### src/rtl/occupancy_map_reader.sv
// Streams every occupancy grid cell, in address order, onto a valid/ready stream.
// Define OCCUPANCY_READER_CHECKSUM_EN to append a mod-2^DATA_WIDTH checksum word after the grid.
module occupancy_map_reader #(
  parameter int MAP_SIZE   = 32768,
  parameter int ADDR_WIDTH = 15,
  parameter int DATA_WIDTH = 8
) (
  input  logic                  clock,
  input  logic                  reset,
  input  logic                  start,
  output logic                  busy,
  output logic                  done,
  output logic                  mem_read_enable,
  output logic [ADDR_WIDTH-1:0] mem_addr,
  input  logic [DATA_WIDTH-1:0] mem_read_data,
  output logic [DATA_WIDTH-1:0] out_data,
  output logic                  out_valid,
  input  logic                  out_ready,
  output logic                  out_last
);

  typedef enum logic [1:0] {IDLE, READ, DRAIN, DONE} state_t;

  localparam logic [ADDR_WIDTH-1:0] LAST_ADDR = ADDR_WIDTH'(MAP_SIZE - 1);

  state_t                  state_q, state_d;
  logic [ADDR_WIDTH-1:0]   rd_addr_q, rd_addr_d;
  logic [ADDR_WIDTH-1:0]   hold_addr_q, hold_addr_d;
  logic [ADDR_WIDTH-1:0]   out_cnt_q, out_cnt_d;
  logic                    inflight_q, inflight_d;
  logic [DATA_WIDTH-1:0]   fifo_q [2];
  logic [DATA_WIDTH-1:0]   fifo_d [2];
  logic                    wr_ptr_q, wr_ptr_d;
  logic                    rd_ptr_q, rd_ptr_d;
  logic [1:0]              count_q, count_d;

  logic                    fifo_valid;
  logic                    push;
  logic                    pop;
  logic                    word_last;
  logic                    final_hs;
  logic [1:0]              credits;

`ifdef OCCUPANCY_READER_CHECKSUM_EN
  logic                    cks_valid_q, cks_valid_d;
  logic [DATA_WIDTH-1:0]   sum_q, sum_d;
`endif

  // Stream side: FIFO head, or the checksum word once the grid has drained.
  always_comb begin
    fifo_valid = (count_q != 2'd0);
    word_last  = (out_cnt_q == LAST_ADDR);
    pop        = fifo_valid && out_ready;
    push       = inflight_q;
`ifdef OCCUPANCY_READER_CHECKSUM_EN
    out_valid  = fifo_valid || cks_valid_q;
    out_data   = cks_valid_q ? sum_q : fifo_q[rd_ptr_q];
    out_last   = cks_valid_q;
    final_hs   = cks_valid_q && out_ready;
`else
    out_valid  = fifo_valid;
    out_data   = fifo_q[rd_ptr_q];
    out_last   = fifo_valid && word_last;
    final_hs   = pop && word_last;
`endif
  end

  // Words held after this cycle's pop plus the read in flight must leave room for one more.
  always_comb begin
    credits         = count_q - 2'(pop) + 2'(inflight_q);
    mem_read_enable = (state_q == READ) && (credits < 2'd2);
    mem_addr        = mem_read_enable ? rd_addr_q : hold_addr_q;
  end

  always_comb begin
    state_d     = state_q;
    rd_addr_d   = rd_addr_q;
    hold_addr_d = hold_addr_q;
    out_cnt_d   = out_cnt_q;
    inflight_d  = mem_read_enable;
    fifo_d      = fifo_q;
    wr_ptr_d    = wr_ptr_q;
    rd_ptr_d    = rd_ptr_q;
    count_d     = count_q + 2'(push) - 2'(pop);
    busy        = 1'b0;
    done        = 1'b0;
`ifdef OCCUPANCY_READER_CHECKSUM_EN
    cks_valid_d = cks_valid_q;
    sum_d       = sum_q;
    if (pop) begin
      sum_d = sum_q + fifo_q[rd_ptr_q];
    end
    if (pop && word_last) begin
      cks_valid_d = 1'b1;
    end
    if (final_hs) begin
      cks_valid_d = 1'b0;
    end
`endif

    if (push) begin
      fifo_d[wr_ptr_q] = mem_read_data;
      wr_ptr_d         = ~wr_ptr_q;
    end
    if (pop) begin
      rd_ptr_d = ~rd_ptr_q;
      if (!word_last) begin
        out_cnt_d = out_cnt_q + 1'b1;
      end
    end
    if (mem_read_enable) begin
      hold_addr_d = rd_addr_q;
      if (rd_addr_q != LAST_ADDR) begin
        rd_addr_d = rd_addr_q + 1'b1;
      end
    end

    case (state_q)
      IDLE: begin
        if (start) begin
          state_d   = READ;
          rd_addr_d = '0;
          out_cnt_d = '0;
`ifdef OCCUPANCY_READER_CHECKSUM_EN
          sum_d       = '0;
          cks_valid_d = 1'b0;
`endif
        end
      end
      READ: begin
        busy = 1'b1;
        if (mem_read_enable && (rd_addr_q == LAST_ADDR)) begin
          state_d = DRAIN;
        end
      end
      DRAIN: begin
        busy = 1'b1;
        if (final_hs) begin
          state_d = DONE;
        end
      end
      DONE: begin
        done    = 1'b1;
        state_d = IDLE;
      end
      default: state_d = IDLE;
    endcase
  end

  always_ff @(posedge clock or posedge reset) begin
    if (reset) begin
      state_q     <= IDLE;
      rd_addr_q   <= '0;
      hold_addr_q <= '0;
      out_cnt_q   <= '0;
      inflight_q  <= 1'b0;
      wr_ptr_q    <= 1'b0;
      rd_ptr_q    <= 1'b0;
      count_q     <= 2'd0;
      for (int i = 0; i < 2; i++) begin
        fifo_q[i] <= '0;
      end
`ifdef OCCUPANCY_READER_CHECKSUM_EN
      cks_valid_q <= 1'b0;
      sum_q       <= '0;
`endif
    end else begin
      state_q     <= state_d;
      rd_addr_q   <= rd_addr_d;
      hold_addr_q <= hold_addr_d;
      out_cnt_q   <= out_cnt_d;
      inflight_q  <= inflight_d;
      wr_ptr_q    <= wr_ptr_d;
      rd_ptr_q    <= rd_ptr_d;
      count_q     <= count_d;
      for (int i = 0; i < 2; i++) begin
        fifo_q[i] <= fifo_d[i];
      end
`ifdef OCCUPANCY_READER_CHECKSUM_EN
      cks_valid_q <= cks_valid_d;
      sum_q       <= sum_d;
`endif
    end
  end

endmodule
### config.mk
export PLATFORM = sky130hd
export DESIGN_NAME = occupancy_map_reader
export DESIGN_NICKNAME = d
export VERILOG_FILES = /design/src/rtl/occupancy_map_reader.sv
export SDC_FILE = /design/constraint.sdc
export NUM_CORES = 1
export LEC_CHECK = 0
export CAP_MARGIN = 20
export CORE_UTILIZATION = 55
export DETAILED_ROUTE_END_ITERATION = 7
export PLACE_DENSITY_LB_ADDON = 0.12
export REMOVE_ABC_BUFFERS = 1
export SYNTH_ARGS = -nofsm -noshare
export SYNTH_HDL_FRONTEND = slang
export SYNTH_SLANG_ARGS = --single-unit
export TNS_END_PERCENT = 1
### constraint.sdc
create_clock -name clock -period 2.45 [get_ports clock]
set_input_delay 0.49 -clock clock [delete_from_list [all_inputs] [get_ports clock]]
set_output_delay 0.49 -clock clock [all_outputs]
set_load 0.01 [all_outputs]
==> results.txt, run 1 <==
----------------------------------------------------
[STA]
  RSZ-0062 raised after global routing ... true
  Relative slew slack ... 0.490
  Number of hold violations in the final report ... 0
  Worst slew pin tran ... 0.760 ns
  Period utilization ... 1.07
  Peak clock frequency supported by timing ... 380 MHz
  Setup slack of the critical path after layout ... -0.182 ns
  Time the worst path needs with I/O delays and setup ... 2.63 ns
  TNS Setup ... -1.98 ns
  Final setup fails ... 16
  Final number of max-transition violations ... 0
  Worst clock skew ... 0.00891 ns

[Global routing]
  Vias in the first global route ... 2645
  Largest net degree at the start of global routing ... 45
  Wire length of the first global-routing pass ... 12500 microns
  Total routing resource utilization after global routing ... 0.259
  Aggregate global routing overflow ... 0
  Antenna violations before repair ... 0

[Logic synthesis]
  Synthesized area ... 3330 sq um
  Synth cell types ... 52
  Share of async-settable or async-resettable flops after synthesis ... 1.00
  Most used DFF post-synth ... sky130_fd_sc_hd__dfrtp_1
  Number of enable flip-flop cells after synthesis ... 0
  Gate count of the mapped netlist ... 323
  Sequential share of the synthesized area ... 0.510
  Post-synthesis sequential element count ... 68
  Yosys warning total ... 0
  Mean post-synth cell area ... 10.3 sq um

[Pwr]
  Switching share of power ... 0.348
  Share of total power in sequential cells ... 0.342
  Fraction of power consumed by the clock network ... 0.207
  Areal power density over the cells ... 1150 nW/um^2
  P_sw ... 1.76 mW
  Standby leakage power ... 2.01 nW
  Internal power summed over all cells ... 3.29 mW
  Part of the power in combinational logic ... 0.450
  Largest voltage drop on the vdd net ... 752 uV

[Placed design]
  Estimated wirelength of the detail-placed design ... 4650 microns
  Count of placed standard cells including taps ... 449
  Worst setup slack before clock tree synthesis ... -0.846 ns
  Routability congestion estimate ... 0.814
  Count of port buffers added during placement ... 39
  Cell area reported after detailed placement ... 3980 sq um

[Finish]
  Fraction of final layout cells sized beyond drive strength 1 ... 0.314
  Inserted Diodes ... 0
  Synthesis-to-layout area growth ... 31.6%
  Commonest non-fill, non-tap cell in the layout ... sky130_fd_sc_hd__dfrtp_1
  Fin area ... 4390 sq um
  Post-route insts no fill ... 473
  Most used cells in the layout excluding fill and tap cells ... sky130_fd_sc_hd__dfrtp_1 (68), sky130_fd_sc_hd__nand2_1 (45), sky130_fd_sc_hd__buf_4 (28)
  Final layout net count ... 416

[Floorplanning]
  Die boundary width ... 79.9 microns
  Core outline area ... 5680 sq um
  Number of I/O pins ... 40
  Cell Rows ... 27
  Initial Util ... 0.588
  Area of the die ... 6380 sq um
  Chip Height ... 79.9 microns

[Detailed routing]
  Wire length reported by the detailed router ... 7380 microns
  Post-route antenna net violation count ... 0
  Vias per inst ... 5.71
  Vias post-DR ... 2702
  DRC ... 0
  Routed len/inst ... 15.6 microns
  TritonRoute pass-1 iters ... 4
  Detailed Route Iter0 Violations ... 89

[Hold path]
  Kind of path behind the tightest hold check ... flip-flop to flip-flop

[Worst setup path]
  Chain of cells forming the critical path ... dlygate4sd2_1 > nand2b_1 > o21ai_2 > ha_2 > nand2b_4 > a21oi_4 > nor2_4 > buf_6 > buf_6 > nand2_4 > nand2_2 > buf_6
  Required time at the endpoint of the critical path ... 1.96 ns
  Startpoint-to-endpoint class of the critical path ... primary input to output port
  Cell type group with the largest total delay on the critical path ... buffers and inverters
  Critical Path Sink Type ... output port
  Highest fanout seen on the critical path ... 8
  WP buf/inv ... 4
  CP Data Arrival Time ... 2.14 ns
  Launching element type of the critical path ... primary input
  CP dominant cell by count ... sky130_fd_sc_hd__buf_6
  Longest individual stage delay on the worst path ... 0.29 ns
  CP max stage cell ... sky130_fd_sc_hd__dlygate4sd2_1

[CTS]
  CTS sink count ... 68
  CTS tree ... done
  Insertion delay of the later-clocked pin in the worst-skew pair ... 0.35 ns
  Max H-tree Level ... 3
  Clk Tree Root Cell ... sky130_fd_sc_hd__clkbuf_8
  Worst-path clk slew ... 0.08 ns
  CTS max path bufs ... 2
  Number of CTS-inserted buffers ... 9

[Status]
  Violated checks ... negative setup slack
  Outcome ... finished, violations left

[Run]
  Number of maximum-capacitance constraint violations ... 0

----------------------------------------------------
Yosys cell counts, types with 4 or more instances:
cell | n | area (sq um)
sky130_fd_sc_hd__nor4_1 | 6 | 37.5
sky130_fd_sc_hd__nand3_1 | 10 | 50.1
sky130_fd_sc_hd__nand2b_1 | 5 | 31.3
sky130_fd_sc_hd__a21oi_1 | 13 | 65.1
sky130_fd_sc_hd__o31ai_1 | 5 | 37.5
sky130_fd_sc_hd__nor2_1 | 18 | 67.6
sky130_fd_sc_hd__buf_2 | 6 | 30.0
sky130_fd_sc_hd__mux2_2 | 24 | 270
sky130_fd_sc_hd__nand2_1 | 61 | 229
sky130_fd_sc_hd__nand4_1 | 6 | 37.5
sky130_fd_sc_hd__or4_1 | 4 | 30.0
sky130_fd_sc_hd__dfrtp_1 | 68 | 1700
sky130_fd_sc_hd__inv_1 | 8 | 30.0
sky130_fd_sc_hd__o21ai_0 | 7 | 35.0
sky130_fd_sc_hd__ha_1 | 8 | 100
sky130_fd_sc_hd__xnor2_1 | 10 | 87.6
sky130_fd_sc_hd__xor2_1 | 6 | 52.6
sky130_fd_sc_hd__clkbuf_1 | 5 | 18.8
sky130_fd_sc_hd__nor3_1 | 8 | 40.0
routing by layer:
metal / part of all wire / track usage / vias to the layer above / routed length, microns
met3: 0.033 / 0.0549 / 12 / 243
li1: - / - / 1292 / -
met2: 0.49 / 0.409 / 48 / 3590
met1: 0.47 / 0.345 / 1350 / 3450
met4: 0.013 / 0.107 / 0 / 95
met5: 0 / 0 / - / 0
cell type report:
class / instances / area [sq um]
Sequential cell: 68 / 1700
Multi-Input combinational cell: 235 / 1680
Fill cell: 371 / 1290
Timing Repair Buffer: 74 / 664
Clock buffer: 9 / 124
Clock inverter: 7 / 101
Tap cell: 72 / 90.1
Inverter: 8 / 32.5
cells by family after synthesis:
logic type / Yosys count / synth area share
and+or+nand+nor: 146 / 0.230
DFF: 68 / 0.510
AOI/OAI and AO/OA: 39 / 0.0747
muxes: 26 / 0.0886
buffers and inverters: 20 / 0.0248
xor gates and xnor gates: 16 / 0.0420
adders and majority gates: 8 / 0.0300
worst paths after layout:
| kind | start | endpoint | slack (ns) | depth (start not counted) |
|---|---|---|---|---|
| worst max-delay path | out_ready | mem_addr[5] | -0.18 | 12 |
| worst min-delay path | hold_addr_q[8] | hold_addr_q[8] | 0.47 | 2 |
| worst max register to register | rd_addr_q[0] | rd_addr_q[8] | 0.08 | 6 |
| worst min register to register | hold_addr_q[8] | hold_addr_q[8] | 0.47 | 2 |
| max in group asynchronous | reset | out_cnt_q[11] | 1.48 | 3 |
| min in group asynchronous | reset | inflight_q | 0.51 | 3 |
power groups by stage:
stage | sequential (mW) | combinational, mW | clock [mW]
after floorplan | 1.66 | 1.02 | 0
after global placement | 1.70 | 1.87 | 0
after CTS | 1.71 | 2.17 | 1.06
after global routing | 1.77 | 2.44 | 1.11
after detailed placement | 1.72 | 1.92 | 0
final | 1.73 | 2.27 | 1.05
worst register-to-register path, stage by stage (launching register included):
cell and delay (ns):
sky130_fd_sc_hd__dfrtp_1 0.44, sky130_fd_sc_hd__ha_1 0.30, sky130_fd_sc_hd__and4_1 0.28, sky130_fd_sc_hd__and2b_1 0.23, sky130_fd_sc_hd__and3_1 0.33, sky130_fd_sc_hd__or4_1 0.54, sky130_fd_sc_hd__a21oi_1 0.18
state kept, by name, indices dropped and copies added (netlist names):
name	count
state_q	2
inflight_q	1
count_q	2
wr_ptr_q	1
fifo_q	16
hold_addr_q	15
out_cnt_q	15
rd_ptr_q	1
rd_addr_q	15
repair_timing:
action / in CTS / in global routing
endpoints found under the setup margin: 20 / 19
pin swaps: 12 / 9
gates cloned: 1 / 0
resized for setup: 97 / 19
setup buffers: 4 / 4
hold buffers: 0 / 0
stage by stage:
step           total power [mW]  hold WS [ns]   util
4_1_cts                    4.94         0.473  0.757
5_1_grt                    5.32         0.497  0.773
3_5_place_dp               3.64         0.459  0.701
6_report                   5.05         0.471  0.773
2_1_floorplan              2.69         0.463      -
3_3_place_gp               3.57         0.453  0.701
Note: power is estimated with default switching activity, not from simulation.
==> inputs of run 2 (changes only) <==
--- a/config.mk
+++ b/config.mk
@@ -10,6 +10,7 @@
 export DETAILED_ROUTE_END_ITERATION = 7
 export PLACE_DENSITY_LB_ADDON = 0.12
 export REMOVE_ABC_BUFFERS = 1
+export SKIP_CTS_REPAIR_TIMING = 1
 export SYNTH_ARGS = -nofsm -noshare
 export SYNTH_HDL_FRONTEND = slang
 export SYNTH_SLANG_ARGS = --single-unit
==> run 2 against run 1 <==
Net effect: the flow still finishes with violations (negative setup slack); combinational power is essentially flat; setup slack gained 0.0061 ns; worst hold slack gained 0.0038 ns; first-iteration DRC count grew 51%; final cell count shrank 0.42%; design area grew 1.1%; critical path depth shrank 1; register-to-register slack is essentially flat; sequential cell count is the same; critical path type is now flip-flop to output port; highest routed layer unchanged.
==> results.txt, run 2 (synthesis results as in run 1) <==
----------------------------------------------------
[Status]
  Outcome ... finished, violations left
  Violated checks ... negative setup slack

[STA]
  Final number of max-transition violations ... 0 (unchanged)
  Time the worst path needs with I/O delays and setup ... 2.63 ns (-0.00609 ns)
  Final setup fails ... 16 (unchanged)
  Number of hold violations in the final report ... 0 (unchanged)
  Setup slack of the critical path after layout ... -0.176 ns (+0.00609 ns)
  Worst hold slack ... 0.475 ns (+0.00380 ns)
  Worst clock skew ... 0.0115 ns (+0.00259 ns)
  RSZ-0062 raised after global routing ... true
  Worst slew pin tran ... 0.752 ns (-0.00807 ns)
  Peak clock frequency supported by timing ... 381 MHz (+0.23%)
  Period utilization ... 1.07 (-0.00249)
  Relative slew slack ... 0.495 (+0.00542)

[Worst setup path]
  Highest fanout seen on the critical path ... 6 (-2)
  CP max stage cell ... sky130_fd_sc_hd__dfrtp_1
  Required time at the endpoint of the critical path ... 1.96 ns (about the same)
  CP Data Arrival Time ... 2.14 ns (about the same)
  Longest individual stage delay on the worst path ... 0.40 ns (+0.11 ns)
  CP dominant cell by count ... sky130_fd_sc_hd__nand2_4
  Reg2reg end ... rd_addr_q[8]
  Critical Path Sink Type ... output port
  Startpoint-to-endpoint class of the critical path ... flip-flop to output port
  Launch instance of the worst register-to-register path ... rd_addr_q[0]
  Worst R2R Path Depth ... 6 (unchanged)
  Launching element type of the critical path ... flip-flop
  Minimum setup slack among reg-to-reg paths ... 0.07 ns (about the same)
  Chain of cells forming the critical path ... nand2b_4 > o21ai_2 > ha_2 > nand2_2 > nor3_4 > nor2_4 > inv_4 > clkbuf_16 > nand2_4 > nand2_4 > buf_6

[CTS]
  Clk Tree Root Cell ... sky130_fd_sc_hd__clkbuf_8
  CTS sink count ... 68 (unchanged)
  Insertion delay of the later-clocked pin in the worst-skew pair ... 0.36 ns (about the same)
  CTS max path bufs ... 2 (unchanged)
  CTS tree ... done
  Number of CTS-inserted buffers ... 9 (unchanged)
  Max H-tree Level ... 3 (unchanged)
  Worst-path clk slew ... 0.08 ns (about the same)

[Detailed routing]
  TritonRoute pass-1 iters ... 5 (+1)
  DRC ... 0 (unchanged)
  Vias per inst ... 5.74 (+0.54%)
  Detailed Route Iter0 Violations ... 134 (+51%)
  Wire length reported by the detailed router ... 7330 microns (-0.75%)
  Vias post-DR ... 2705 (+0.11%)
  Routed len/inst ... 15.6 microns (-0.32%)
  Post-route antenna net violation count ... 0 (unchanged)

[Finish]
  Largest reg by FF count ... fifo_q
  Fraction of final layout cells sized beyond drive strength 1 ... 0.343 (+0.0291)
  Final layout net count ... 414 (-0.48%)
  Number of flip-flops under the largest register name ... 16 (unchanged)
  Commonest non-fill, non-tap cell in the layout ... sky130_fd_sc_hd__dfrtp_1
  Core Util, Final ... 0.782 (+0.00838)
  Synthesis-to-layout area growth ... 33.1%
  Fin area ... 4440 sq um (+1.1%)
  Inserted Diodes ... 0 (unchanged)
  Number of filler instances in the final layout ... 373 (+0.54%)
  Most used cells in the layout excluding fill and tap cells ... sky130_fd_sc_hd__dfrtp_1 (67), sky130_fd_sc_hd__nand2_1 (36), sky130_fd_sc_hd__buf_4 (25)

[Placed design]
  Count of port buffers added during placement ... 39 (unchanged)
  Routability congestion estimate ... 0.814 (unchanged)
  Cell area reported after detailed placement ... 3980 sq um (unchanged)
  Worst setup slack before clock tree synthesis ... -0.846 ns (unchanged)
  Estimated wirelength of the detail-placed design ... 4650 microns (unchanged)

[Pwr]
  Share of total power in sequential cells ... 0.341 (about the same)
  Switching share of power ... 0.347 (-0.00136)
  Areal power density over the cells ... 1140 nW/um^2 (-1.2%)
  Fraction of power consumed by the clock network ... 0.209 (+0.002)
  Part of the power in combinational logic ... 0.449 (about the same)
  Internal power summed over all cells ... 3.29 mW (about the same)
  Largest voltage drop on the vdd net ... 760 uV (+1.1%)
  Total power ... 5.04 mW (-0.13%)
  Standby leakage power ... 2.02 nW (+0.70%)
  P_sw ... 1.75 mW (-0.52%)

[Global routing]
  Antenna violations before repair ... 0 (unchanged)
  Total routing resource utilization after global routing ... 0.245 (-0.0141)
  Wire length of the first global-routing pass ... 11900 microns (-4.9%)
  Vias in the first global route ... 2598 (-1.8%)
  Aggregate global routing overflow ... 0 (unchanged)
  Largest net degree at the start of global routing ... 45 (unchanged)

[Floorplanning]
  Chip Height ... 79.9 microns (unchanged)
  Number of I/O pins ... 40 (unchanged)
  Die boundary width ... 79.9 microns (unchanged)
  Cell Rows ... 27 (unchanged)
  Core outline area ... 5680 sq um (unchanged)
  Area of the die ... 6380 sq um (unchanged)
  Initial Util ... 0.588 (unchanged)

[Hold path]
  Kind of path behind the tightest hold check ... flip-flop to flip-flop
  Cell depth of the worst hold path ... 2 (unchanged)
  Hold wc startpoint ... hold_addr_q[12]
  Worst Hold End ... hold_addr_q[12]

[Run]
  Number of maximum-capacitance constraint violations ... 0 (unchanged)

----------------------------------------------------
==> run 2: worst max-delay path by stage <==
| stage | start | to | slack [ns] | depth (start not counted) |
|---|---|---|---|---|
| floorplan | out_ready | mem_addr[0] | -0.91 | 9 |
| global placement | out_ready | mem_addr[2] | -0.76 | 10 |
| detailed placement | out_ready | mem_addr[0] | -0.85 | 12 |
| CTS | out_ready | mem_addr[0] | -0.84 | 12 |
| global route | count_q[0] | mem_addr[6] | -0.27 | 11 |
| finish | count_q[0] | mem_addr[6] | -0.18 | 11 |
==> run 2: stage by stage <==
| step | TNS [ns] | instances |
|---|---|---|
| final | -2.22 | 471 |
| after global routing | -3.96 | 471 |
| after CTS | -13.14 | 465 |
| after detailed placement | -16.58 | 449 |
| after global placement | -14.37 | 449 |
| after floorplan | -25.05 | 311 |
==> run 2: layout make-up <==
class / instances / area [sq um] / share of cell area
Inverter: 8 / 32.5 / 0.00733
Tap cell: 72 / 90.1 / 0.0203
Timing Repair Buffer: 72 / 692 / 0.156
Clock inverter: 7 / 101 / 0.0228
Multi-Input combinational cell: 235 / 1690 / 0.382
Clock buffer: 9 / 124 / 0.0279
Sequential cell: 68 / 1700 / 0.384
==> run 2: critical path: cells and delay by family (launching register included) <==
kind | cells | cell delay, ns
adders and majority gates | 1 | 0.21
buffers and inverters | 3 | 0.35
DFF | 1 | 0.40
and+or+nand+nor | 6 | 0.69
AOI/OAI and AO/OA | 1 | 0.13
==> run 2: power groups by stage <==
stage               combinational (mW)  sequential (mW)  clock [mW]
finish                            2.26             1.72        1.06
global route                      2.44             1.77        1.11
CTS                               1.93             1.70        1.06
detailed placement                1.92             1.72           0
global placement                  1.87             1.70           0
floorplan                         1.02             1.66           0
==> run 2: layer usage <==
layer	part of all wire	GRT usage	vias up	routed length, microns
li1	-	-	1285	-
met1	0.46	0.322	1359	3390
met2	0.49	0.387	53	3620
met3	0.029	0.0560	8	212
met4	0.014	0.105	0	106
met5	0	0	-	0
